## src/rtl/maze_pkg.sv

```systemverilog
// maze_pkg: shared maze defaults, cell encoding, cell index helper and reader states
package maze_pkg;
  localparam int DEF_MAZE_W = 16;
  localparam int DEF_MAZE_H = 16;
  localparam logic CELL_WALL = 1'b0;
  localparam logic CELL_PATH = 1'b1;
  typedef enum logic [1:0] {IDLE, WAIT_VALID, STREAM, DONE} rd_state_e;
  function automatic int cell_idx(input int x, input int y, input int w = DEF_MAZE_W);
    return x + w * y;
  endfunction
endpackage

```

## src/rtl/maze_xy_counter.sv

```systemverilog
// maze_xy_counter: row-major tile coordinate walker, x fastest, stops on the final tile
module maze_xy_counter #(
  parameter int XW = 4,
  parameter int YW = 4
) (
  input  logic          clk,
  input  logic          rst,
  input  logic          clear,
  input  logic          advance,
  output logic [XW-1:0] x,
  output logic [YW-1:0] y,
  output logic          last
);
  logic [XW-1:0] x_d, x_q;
  logic [YW-1:0] y_d, y_q;
  logic          step;
  assign last = &x_q && &y_q;
  assign x    = x_q;
  assign y    = y_q;
  // power-of-2 dimensions let x wrap on its own; y bumps when x was all ones
  always_comb begin
    step = advance && !last;
    x_d  = clear ? '0 : step ? x_q + 1'b1 : x_q;
    y_d  = clear ? '0 : (step && &x_q) ? y_q + 1'b1 : y_q;
  end
  always_ff @(posedge clk or posedge rst)
    if (rst) begin
      x_q <= '0;
      y_q <= '0;
    end else begin
      x_q <= x_d;
      y_q <= y_d;
    end
endmodule

```

## src/rtl/maze_reader.sv

```systemverilog
// maze_reader: snapshots a finished maze bitmap and streams it one tile per handshake
module maze_reader import maze_pkg::*; #(
  parameter int MAZE_W = DEF_MAZE_W,
  parameter int MAZE_H = DEF_MAZE_H,
  parameter int XW = 4,
  parameter int YW = 4,
  localparam int N = MAZE_W * MAZE_H,
  localparam int CW = $clog2(N) + 1
) (
  input  logic          clk,
  input  logic          rst,
  input  logic          start,
  input  logic          maze_valid,
  input  logic [N-1:0]  maze_data,
  output logic          tile_valid,
  input  logic          tile_ready,
  output logic [XW-1:0] tile_x,
  output logic [YW-1:0] tile_y,
  output logic          tile_open,
  output logic          tile_last,
  output logic          busy,
  output logic          done,
  output logic [CW-1:0] open_count
);
  localparam int IW = $clog2(N);
  rd_state_e     state_d, state_q;
  logic [N-1:0]  snap_d, snap_q;
  logic [CW-1:0] cnt_d, cnt_q;
  logic          valid_d, valid_q, busy_d, busy_q, done_d, done_q;
  logic          capture, xfer, last;
  logic [IW-1:0] idx;
  maze_xy_counter #(.XW(XW), .YW(YW)) u_xy (
    .clk(clk), .rst(rst), .clear(capture), .advance(xfer),
    .x(tile_x), .y(tile_y), .last(last)
  );
  assign idx        = IW'(cell_idx(int'(tile_x), int'(tile_y), MAZE_W));
  assign tile_open  = snap_q[idx];
  assign tile_last  = last;
  assign tile_valid = valid_q;
  assign busy       = busy_q;
  assign done       = done_q;
  assign open_count = cnt_q;
  always_comb begin
    capture = maze_valid && (state_q == WAIT_VALID || (state_q == IDLE && start));
    xfer    = state_q == STREAM && tile_ready;
    snap_d  = capture ? maze_data : snap_q;
    cnt_d   = capture ? '0 : xfer ? cnt_q + CW'(tile_open == CELL_PATH) : cnt_q;
    done_d  = xfer && last;
    valid_d = capture || (valid_q && !done_d);
    state_d = capture ? STREAM : done_d ? DONE : state_q == DONE ? IDLE :
              (state_q == IDLE && start) ? WAIT_VALID : state_q;
    busy_d  = state_d == WAIT_VALID || state_d == STREAM;
  end
  always_ff @(posedge clk or posedge rst)
    if (rst) begin
      state_q <= IDLE;
      snap_q  <= {N{CELL_WALL}};
      cnt_q   <= '0;
      valid_q <= 1'b0;
      busy_q  <= 1'b0;
      done_q  <= 1'b0;
    end else begin
      state_q <= state_d;
      snap_q  <= snap_d;
      cnt_q   <= cnt_d;
      valid_q <= valid_d;
      busy_q  <= busy_d;
      done_q  <= done_d;
    end
endmodule

```

## config.mk

```make
export PLATFORM = sky130hd
export DESIGN_NAME = maze_reader
export DESIGN_NICKNAME = d
export VERILOG_FILES = /design/src/rtl/maze_pkg.sv /design/src/rtl/maze_xy_counter.sv /design/src/rtl/maze_reader.sv
export SDC_FILE = /design/constraint.sdc
export NUM_CORES = 1
export LEC_CHECK = 0
export BUFFER_PORTS_ARGS = -buffer_cell sky130_fd_sc_hd__buf_2
export CAP_MARGIN = 15
export CORE_MARGIN = 4
export CORE_UTILIZATION = 45
export DETAILED_ROUTE_END_ITERATION = 10
export PLACE_DENSITY = 0.65
export REMOVE_ABC_BUFFERS = 1
export SLEW_MARGIN = 20
export SYNTH_ARGS = -nofsm -noshare
export SYNTH_HDL_FRONTEND = slang
export SYNTH_SLANG_ARGS = --single-unit
```

## constraint.sdc

```tcl
create_clock -name clk -period 25.9 [get_ports clk]
set_input_delay 7.77 -clock clk [delete_from_list [all_inputs] [get_ports clk]]
set_output_delay 7.77 -clock clk [all_outputs]
set_load 0.005 [all_outputs]
```

==> results of run 1 <==
==> metal layers <==
metal / vias to the layer above / track usage [%] / part of all wire, % / routed length (µm)
li1: 4945 / - / - / -
met5: - / 0 / 0 / 0
met2: 265 / 33.8 / 48 / 15800
met4: 0 / 4.96 / 2.2 / 744
met3: 46 / 2.55 / 4.7 / 1570
met1: 4837 / 30.3 / 45 / 15100
==> critical path: cells and delay by family (launching register included) <==
| kind | cells | cell delay [ns] |
|---|---|---|
| flip-flops | 1 | 0.85 |
| AND/OR/NAND/NOR | 2 | 0.77 |
| multiplexers | 1 | 0.17 |
| AO/OA/AOI/OAI | 4 | 0.91 |
| buffers and inverters | 2 | 0.82 |
==> registers in the layout, indices dropped and copies added (netlist names) <==
| register | flops |
|---|---|
| snap_q | 256 |
| done | 1 |
| tile_valid | 1 |
| open_count | 9 |
| state_q | 2 |
| busy | 1 |
| u_xy.y | 4 |
| u_xy.x | 4 |
==> through the flow <==
step                      instances  hold slack [ns]  util, %  area (µm²)  power, mW
final                          2024            0.468     54.9       15300       1.68
after global routing           2024            0.486     54.9       15300       1.81
after CTS                      2024            0.471     54.9       15300       1.70
after detailed placement       1971            0.456     51.4       14400       1.27
after global placement         1971            0.454     51.4       14400       1.25
after floorplan                1300            0.437        -       12400       1.17
==> cell families (layout without fill, tap and decap cells) <==
logic type | Yosys count | in the layout | share of synthesized area [%]
AND/OR/NAND/NOR | 836 | 836 | 25.2
XOR/XNOR | 11 | 11 | 0.754
AO/OA/AOI/OAI | 68 | 68 | 3.62
buffers and inverters | 90 | 351 | 3.34
adder cells (fa/ha/maj) | 4 | 4 | 0.392
flip-flops | 278 | 278 | 54.4
multiplexers | 98 | 98 | 12.2
==> cells in the final DEF, fill, tap and decap left out, types with 3 or more instances in the layout <==
| cell | count |
|---|---|
| a211oi_1 | 4 |
| a21oi_1 | 18 |
| a221o_1 | 4 |
| a22oi_1 | 4 |
| and3_1 | 3 |
| buf_2 | 282 |
| buf_4 | 10 |
| bufinv_16 | 3 |
| clkbuf_1 | 4 |
| clkbuf_16 | 29 |
| clkbuf_8 | 6 |
| clkinv_2 | 9 |
| dfrtp_1 | 275 |
| ha_1 | 4 |
| inv_1 | 3 |
| mux2_2 | 8 |
| mux2i_1 | 43 |
| mux4_1 | 5 |
| mux4_2 | 38 |
| nand2_1 | 781 |
| nand2b_1 | 5 |
| nand3_1 | 4 |
| nand4_1 | 4 |
| nor2_1 | 22 |
| nor3_1 | 3 |
| o211ai_1 | 6 |
| o21ai_0 | 10 |
| o221ai_1 | 6 |
| o22ai_1 | 5 |
| or3_1 | 3 |
| xor2_1 | 9 |
==> layout make-up <==
type / count / area [µm²]
clock buffers: 39 / 823
flip-flops and latches: 278 / 6970
multi-input cells: 1017 / 5400
clock inverters: 14 / 151
fillers: 2640 / 12600
well taps: 378 / 473
repair buffers: 293 / 1500
inverters: 5 / 26.3
==> power breakdown <==
group | internal, mW | total [mW] | switching (mW) | leakage [nW]
Combinational | 0.240 | 0.511 | 0.272 | 4.17
Clock | 0.252 | 0.422 | 0.170 | 0.488
Sequential | 0.626 | 0.751 | 0.125 | 3.48
Total | 1.12 | 1.68 | 0.567 | 8.14
==> worst max-delay path by stage <==
stage          startpoint   endpoint  slack [ns]
2_1_floorplan         rst       busy       10.46
3_3_place_gp    u_xy.x[0]  tile_open       14.56
3_5_place_dp    u_xy.x[0]  tile_open       14.51
4_1_cts         u_xy.x[0]  tile_open       13.91
5_1_grt         u_xy.x[0]  tile_open       13.75
6_report        u_xy.x[0]  tile_open       13.99
==> reports/results.ini, run 1 <==
[outcome]
outcome = finished, final reports clean

[logic_synthesis]
synth_edf_count = 0
yosys.area.top_type = dfrtp_1
synth_top_area_share_pct = 54.4
synth.most_common_cell = nand2_1
synth_ff_type = dfrtp_1
ys_types = 50
ys_top_cells_by_area = dfrtp_1 54%, nand2_1 23%, mux4_2 6.7%, mux2i_1 3.4%, clkbuf_1 1.9%
ys_seq_area_share_pct = 54.4
synth-seq-cells = 278
syn_area_mm2 = 0.0128
yosysWarningCount = 0
syn-instance-count = 1385
synth_area_per_cell_um2 = 9.23
synth_commonest_cells = 782 x nand2_1, 278 x dfrtp_1, 65 x clkbuf_1
synth-async-reset-ratio_pct = 100

[floorplan]
initial_core_util_pct = 45.7
coreArea_mm2 = 0.0279
std_cell_rows = 61
die-area_mm2 = 0.0312
io_pins = 283
fp.dieW_um = 177
die_h_um = 177

[place]
gp_congestion = 0.793
dp_slack_ns = 14.51
numPortBuffers = 282
dpl.hpwl_um = 22800

[grt]
grt_max_degree = 126
antenna_found_initial = 0
grt.total_usage_pct = 20.8
grt_pass1_wl_um = 52400
grt-ovfl-total = 0
grt_pass1_vias = 10147

[drt]
routed_wl_um = 33200
drt-pass1-iter-count = 5
vias = 10093
avgViaCountPerCell = 4.99
detail_route.wl_per_cell_um = 16.4
antenna_left = 0
route.detailed.drc = 0
drt_iter0_drc = 703

[timing]
finalCriticalPeriod_ns = 11.91
setup_tns_ns = 0
slew_headroom_pct = 33.1
drv_slew = 0
fin_worst_skew_ns = 0.0111
fmax_ghz = 0.0840
rsz0062_at_grt = false
setup_violations = 0
setup_ws_ns = 13.99
finalHoldViolCount = 0
worstMarginPinSlew_ns = 1.00
finalCritPeriodShare_pct = 46.0

[final_layout]
antenna_cells = 0
final_nets = 1889
drive_gt1_share_pct = 24.3
area_growth_pct = 20.1

[power_and_ir_drop]
ir_drop_uv = 49.3
p_leak_nw = 8.14
power.density_mw_per_mm2 = 110

[cts]
clkTransAtPathRegs_ns = 0.06
cts_resized = 0
cts_tree = built
clock_latency_ns = 0.54
post_cts.repair.setup_buffers = 0
cts_made_buffers = 29
cts_hold_buffers = 0
htreeDepth = 1
clockBufferDepth = 3
cts-root-buf = clkbuf_16
numClockSinks = 278

[worst_setup_path]
r2r-start = u_xy.x[0]
critPathSlowestCell = dfrtp_4
crit_path_end_kind = output pin
r2r_setup_slack_ns = 21.30
r2r_cells = 14
max_stage_delay_ns = 0.85
r2r-end = open_count[8]
crit_chain = buf_4, and3b_1, a21oi_1, o221ai_1, or3_1, a32oi_1, mux2i_1, a22oi_1, buf_2
cp.arrival_ns = 4.14
path_max_fanout = 38
crit_type = reg -> out
required_ns = 18.13
start_kind = flip-flop

[hold_path]
hold_end = snap_q[106]
min_from = snap_q[106]
holdPathStages = 2
hold_path_class = reg -> reg

[flow_run]
maxCapViolCount = 0

(Power assumes the default switching activity.)
==> run 2, diff against run 1 <==
- clock period: 25.9 -> 12.4 ns (I/O delays scaled with it)
==> run 2 against run 1 <==
  * Setup slack got worse by 9.4 ns
  * Power increased by 120%
  * Largest cell class unchanged
  * Clock power increased by 130%
  * Worst hold slack improved by 0.00087 ns
  * Sequential share of layout area is 0.39 points lower
  * Non-clock buffer count shrank 1
  * Final area grew 0.87%
  * Register-to-register slack worse by 13 ns
  * Cell count up 0.15%
  * Largest power group unchanged
  * Clock-buffer cell count rose by 4
  * Core utilization increased by 0.48 points
==> reports/results.ini, run 2 (synthesis results as in run 1) <==
[timing]
setup_violations = 0
finalHoldViolCount = 0
rsz0062_at_grt = false
slew_headroom_pct = 33.2
fin_worst_skew_ns = 0.00856
finalCriticalPeriod_ns = 7.86
finalCritPeriodShare_pct = 63.4
setup_tns_ns = 0
holdWs_ns = 0.469
drv_slew = 0
worstMarginPinSlew_ns = 1.00
fmax_ghz = 0.127

[worst_setup_path]
path_max_fanout = 38
crit_path_end_kind = output pin
start_kind = flip-flop
cp.arrival_ns = 4.14
r2r_setup_slack_ns = 7.87
r2r-end = open_count[8]
r2r_cells = 14
crit_type = reg -> out
required_ns = 8.68
r2r-start = u_xy.x[0]

[final_layout]
fill_cells = 2560
top_register = snap_q
largest_register_ffs = 256
multiInputGateArea_mm2 = 0.00540
drive_gt1_share_pct = 24.3
final_core_util_pct = 55.4
final_nets = 1890
layout_commonest_cell = nand2_1
regArea_mm2 = 0.00697
final_cell_area_mm2 = 0.0155
layout_common_cells = 781 x nand2_1, 282 x buf_2, 275 x dfrtp_1
antenna_cells = 0
area_growth_pct = 21.1

[grt]
antenna_found_initial = 0
grt.total_usage_pct = 21.0
grt-ovfl-total = 0
grt_max_degree = 172
grt_pass1_vias = 10330
grt_pass1_wl_um = 52600

[cts]
cts_resized = 0
cts-root-buf = clkbuf_16
clockBufferDepth = 3
cts_hold_buffers = 0
clkTransAtPathRegs_ns = 0.06
cts_made_buffers = 31
numClockSinks = 278
htreeDepth = 1
clock_latency_ns = 0.54
cts_tree = built
post_cts.repair.setup_buffers = 0

[drt]
antenna_left = 0
drt-pass1-iter-count = 5
route.detailed.drc = 0
detail_route.wl_per_cell_um = 16.4
routed_wl_um = 33300
vias = 10123
avgViaCountPerCell = 4.99
drt_iter0_drc = 788

[floorplan]
fp.dieW_um = 177
coreArea_mm2 = 0.0279
die_h_um = 177
die-area_mm2 = 0.0312
std_cell_rows = 61
initial_core_util_pct = 45.7
io_pins = 283

[place]
numPortBuffers = 282
place_area_mm2 = 0.0144
dpl.hpwl_um = 22800
gp_congestion = 0.796

[hold_path]
hold_path_class = reg -> reg
holdPathStages = 2
hold_end = snap_q[7]
min_from = snap_q[7]

[power_and_ir_drop]
p_leak_nw = 8.20
ir_drop_uv = 99.4
power.density_mw_per_mm2 = 234

[flow_run]
maxCapViolCount = 0

[outcome]
outcome = finished, final reports clean

==> run 2: cell count changes in the layout (fill, tap and decap cells not counted), moves of 2 or more <==
cell / previous run / this run
bufinv_16: 3 / 6
clkinv_2: 9 / 6
clkbuf_1: 4 / 6
clkbuf_16: 29 / 31
==> run 2: routing by layer <==
layer  track usage (%)  vias to the layer above  share of wire, %
met5                 0                        -                 0
met4              5.25                        0               2.6
met3              2.70                       50               4.8
met2              34.4                      251                48
met1              30.2                     4870                45
li1                  -                     4952                 -
==> run 2: layout make-up <==
| type | instances | area share, % |
|---|---|---|
| clock inverters | 14 | 1.46 |
| clock buffers | 43 | 5.69 |
| well taps | 378 | 3.06 |
| flip-flops and latches | 278 | 45.0 |
| repair buffers | 292 | 9.69 |
| multi-input cells | 1017 | 34.9 |
| inverters | 5 | 0.170 |
==> run 2: power by group <==
part / switching [mW] / total (mW) / internal, mW / leakage, nW
Sequential: 0.266 / 1.57 / 1.31 / 3.48
Clock: 0.366 / 0.984 / 0.618 / 0.545
Combinational: 0.566 / 1.07 / 0.501 / 4.17
==> run 2: how the worst max path moves through the flow <==
| stage | start | to | slack, ns | cells past startpoint |
|---|---|---|---|---|
| floorplan | rst | busy | 1.01 | 1 |
| global route | u_xy.x[0] | tile_open | 4.24 | 9 |
| detailed placement | u_xy.x[0] | tile_open | 5.07 | 9 |
| CTS | u_xy.x[0] | tile_open | 4.48 | 9 |
| global placement | u_xy.x[0] | tile_open | 5.11 | 9 |
| finish | u_xy.x[0] | tile_open | 4.54 | 9 |
==> run 2: worst max-delay path, cell delays in order, from the launching register on <==
cell and delay (ns):
dfrtp_4 0.84, buf_4 0.64, mux4_1 0.63, mux2_2 0.29, o22a_1 0.20, a31oi_1 0.16
a32oi_1 0.10, mux2i_1 0.30, a22oi_1 0.21, buf_2 0.17
==> run 2: through the flow <==
| step | worst slack, ns | total power [mW] | std cells |
|---|---|---|---|
| 2_1_floorplan | 1.01 | 2.44 | 1300 |
| 3_3_place_gp | 5.11 | 2.62 | 1970 |
| 3_5_place_dp | 5.07 | 2.66 | 1970 |
| 4_1_cts | 4.48 | 3.66 | 2027 |
| 5_1_grt | 4.24 | 3.89 | 2027 |
| 6_report | 4.54 | 3.62 | 2027 |
==> run 3, diff against run 2 <==
- clock period: 12.4 -> 7.9 ns (I/O delays scaled with it)
==> run 3 against run 2 <==
  * Combinational power rose by 56%
  * Die area unchanged
  * Critical path depth shrank 1
==> reports/results.ini, run 3 (synthesis results as in run 1) <==
[cts]
clkTransAtPathRegs_ns = 0.06
clockBufferDepth = 3
cts-root-buf = clkbuf_16
clock_latency_ns = 0.55
htreeDepth = 1
cts_tree = built
cts_hold_buffers = 0
cts_resized = 0
cts_made_buffers = 30
numClockSinks = 278
post_cts.repair.setup_buffers = 0

[final_layout]
area_growth_pct = 20.3
final_nets = 1889
final_core_util_pct = 55.0
fill_cells = 2570
largest_register_ffs = 256
layout_common_cells = 781 x nand2_1, 282 x buf_2, 275 x dfrtp_1
drive_gt1_share_pct = 23.9
final_cell_area_mm2 = 0.0154
instances_no_fill = 2025
antenna_cells = 0
layout_commonest_cell = nand2_1
top_register = snap_q

[worst_setup_path]
path_max_fanout = 50
cp.arrival_ns = 3.86
r2r_setup_slack_ns = 3.66
crit_type = reg -> out
r2r-start = u_xy.x[0]
cp-endpoint = tile_open
required_ns = 5.53
start_kind = flip-flop
crit_path_start = u_xy.x[0]
r2r-end = open_count[8]
r2r_cells = 13
crit_path_end_kind = output pin

[power_and_ir_drop]
p_leak_nw = 8.14
power.density_mw_per_mm2 = 361
ir_drop_uv = 200
power_mw = 5.56

[place]
dpl.hpwl_um = 22900
post-place-cells = 1969
dp_slack_ns = 2.13
place_area_mm2 = 0.0144
numPortBuffers = 282
gp_congestion = 0.813

[timing]
finalCriticalPeriod_ns = 6.23
fin_worst_skew_ns = 0.0139
setup_violations = 0
fmax_ghz = 0.161
drv_slew = 0
finalCritPeriodShare_pct = 78.8
finalHoldViolCount = 0
setup_ws_ns = 1.67
rsz0062_at_grt = false
setup_tns_ns = 0
slew_headroom_pct = 9.11
holdWs_ns = 0.470
worstMarginPinSlew_ns = 1.36

[drt]
drt-pass1-iter-count = 5
detail_route.wl_per_cell_um = 16.4
vias = 10020
antenna_left = 0
routed_wl_um = 33100
drt_iter0_drc = 706
route.detailed.drc = 0
avgViaCountPerCell = 4.95

[outcome]
outcome = finished, final reports clean

[grt]
grt-ovfl-total = 0
grt.total_usage_pct = 21.3
grt_pass1_vias = 10440
antenna_found_initial = 0
grt_max_degree = 258
grt_pass1_wl_um = 53200

[floorplan]
die-area_mm2 = 0.0312
io_pins = 283
fp.dieW_um = 177
coreArea_mm2 = 0.0279
std_cell_rows = 61
die_h_um = 177
initial_core_util_pct = 45.7

[hold_path]
hold_path_class = reg -> reg

[flow_run]
maxCapViolCount = 0

-- run 3: cell count changes in the layout (fill, tap and decap cells not counted) --
cell / before / now
clkbuf_1: 6 / 12
bufinv_16: 6 / 2
buf_4: 9 / 7
clkinv_2: 6 / 4
buf_12: 1 / 2
buf_16: 0 / 1
clkbuf_8: 6 / 5
inv_6: 1 / 0
-- run 3: cell type report --
cell class                 count  area (µm²)  share of cell area [%]
sequential                   278        6970                    45.3
timing repair buffer         292        1530                    9.96
clock inverter                 7        87.6                   0.570
multi-input combinational   1017        5400                    35.1
clock buffer                  48         890                    5.79
inverter                       5        26.3                   0.171
tap                          378         473                    3.08
-- run 3: worst max-delay path, cell delays in order, from the launching register on --
cell and delay [ns]:
dfrtp_4 1.02, buf_4 0.53, mux4_2 0.57, a211oi_2 0.22, o21ai_0 0.10, a32o_1 0.30, mux2i_1 0.20, a22oi_1 0.19
buf_2 0.17
-- run 3: how the worst min path moves through the flow --
stage                      from          end  cells after the start  slack [ns]
global placement     snap_q[73]   snap_q[73]                      2        0.45
floorplan           snap_q[105]  snap_q[105]                      2        0.44
finish              snap_q[101]  snap_q[101]                      2        0.47
global route         snap_q[22]   snap_q[22]                      2        0.49
detailed placement   snap_q[68]   snap_q[68]                      2        0.46
CTS                  snap_q[68]   snap_q[68]                      2        0.47
-- run 3: power by group --
| group | internal, mW | switching, mW |
|---|---|---|
| clock network | 0.831 | 0.553 |
| registers | 2.05 | 0.447 |
| logic | 0.798 | 0.875 |
| total | 3.68 | 1.87 |
-- run 3: layer usage --
layer	global-route usage, %	wire length (µm)	vias up
li1	-	-	4935
met1	29.7	14800	4790
met2	35.7	16000	248
met3	3.06	1650	47
met4	4.87	729	0
met5	0	0	-
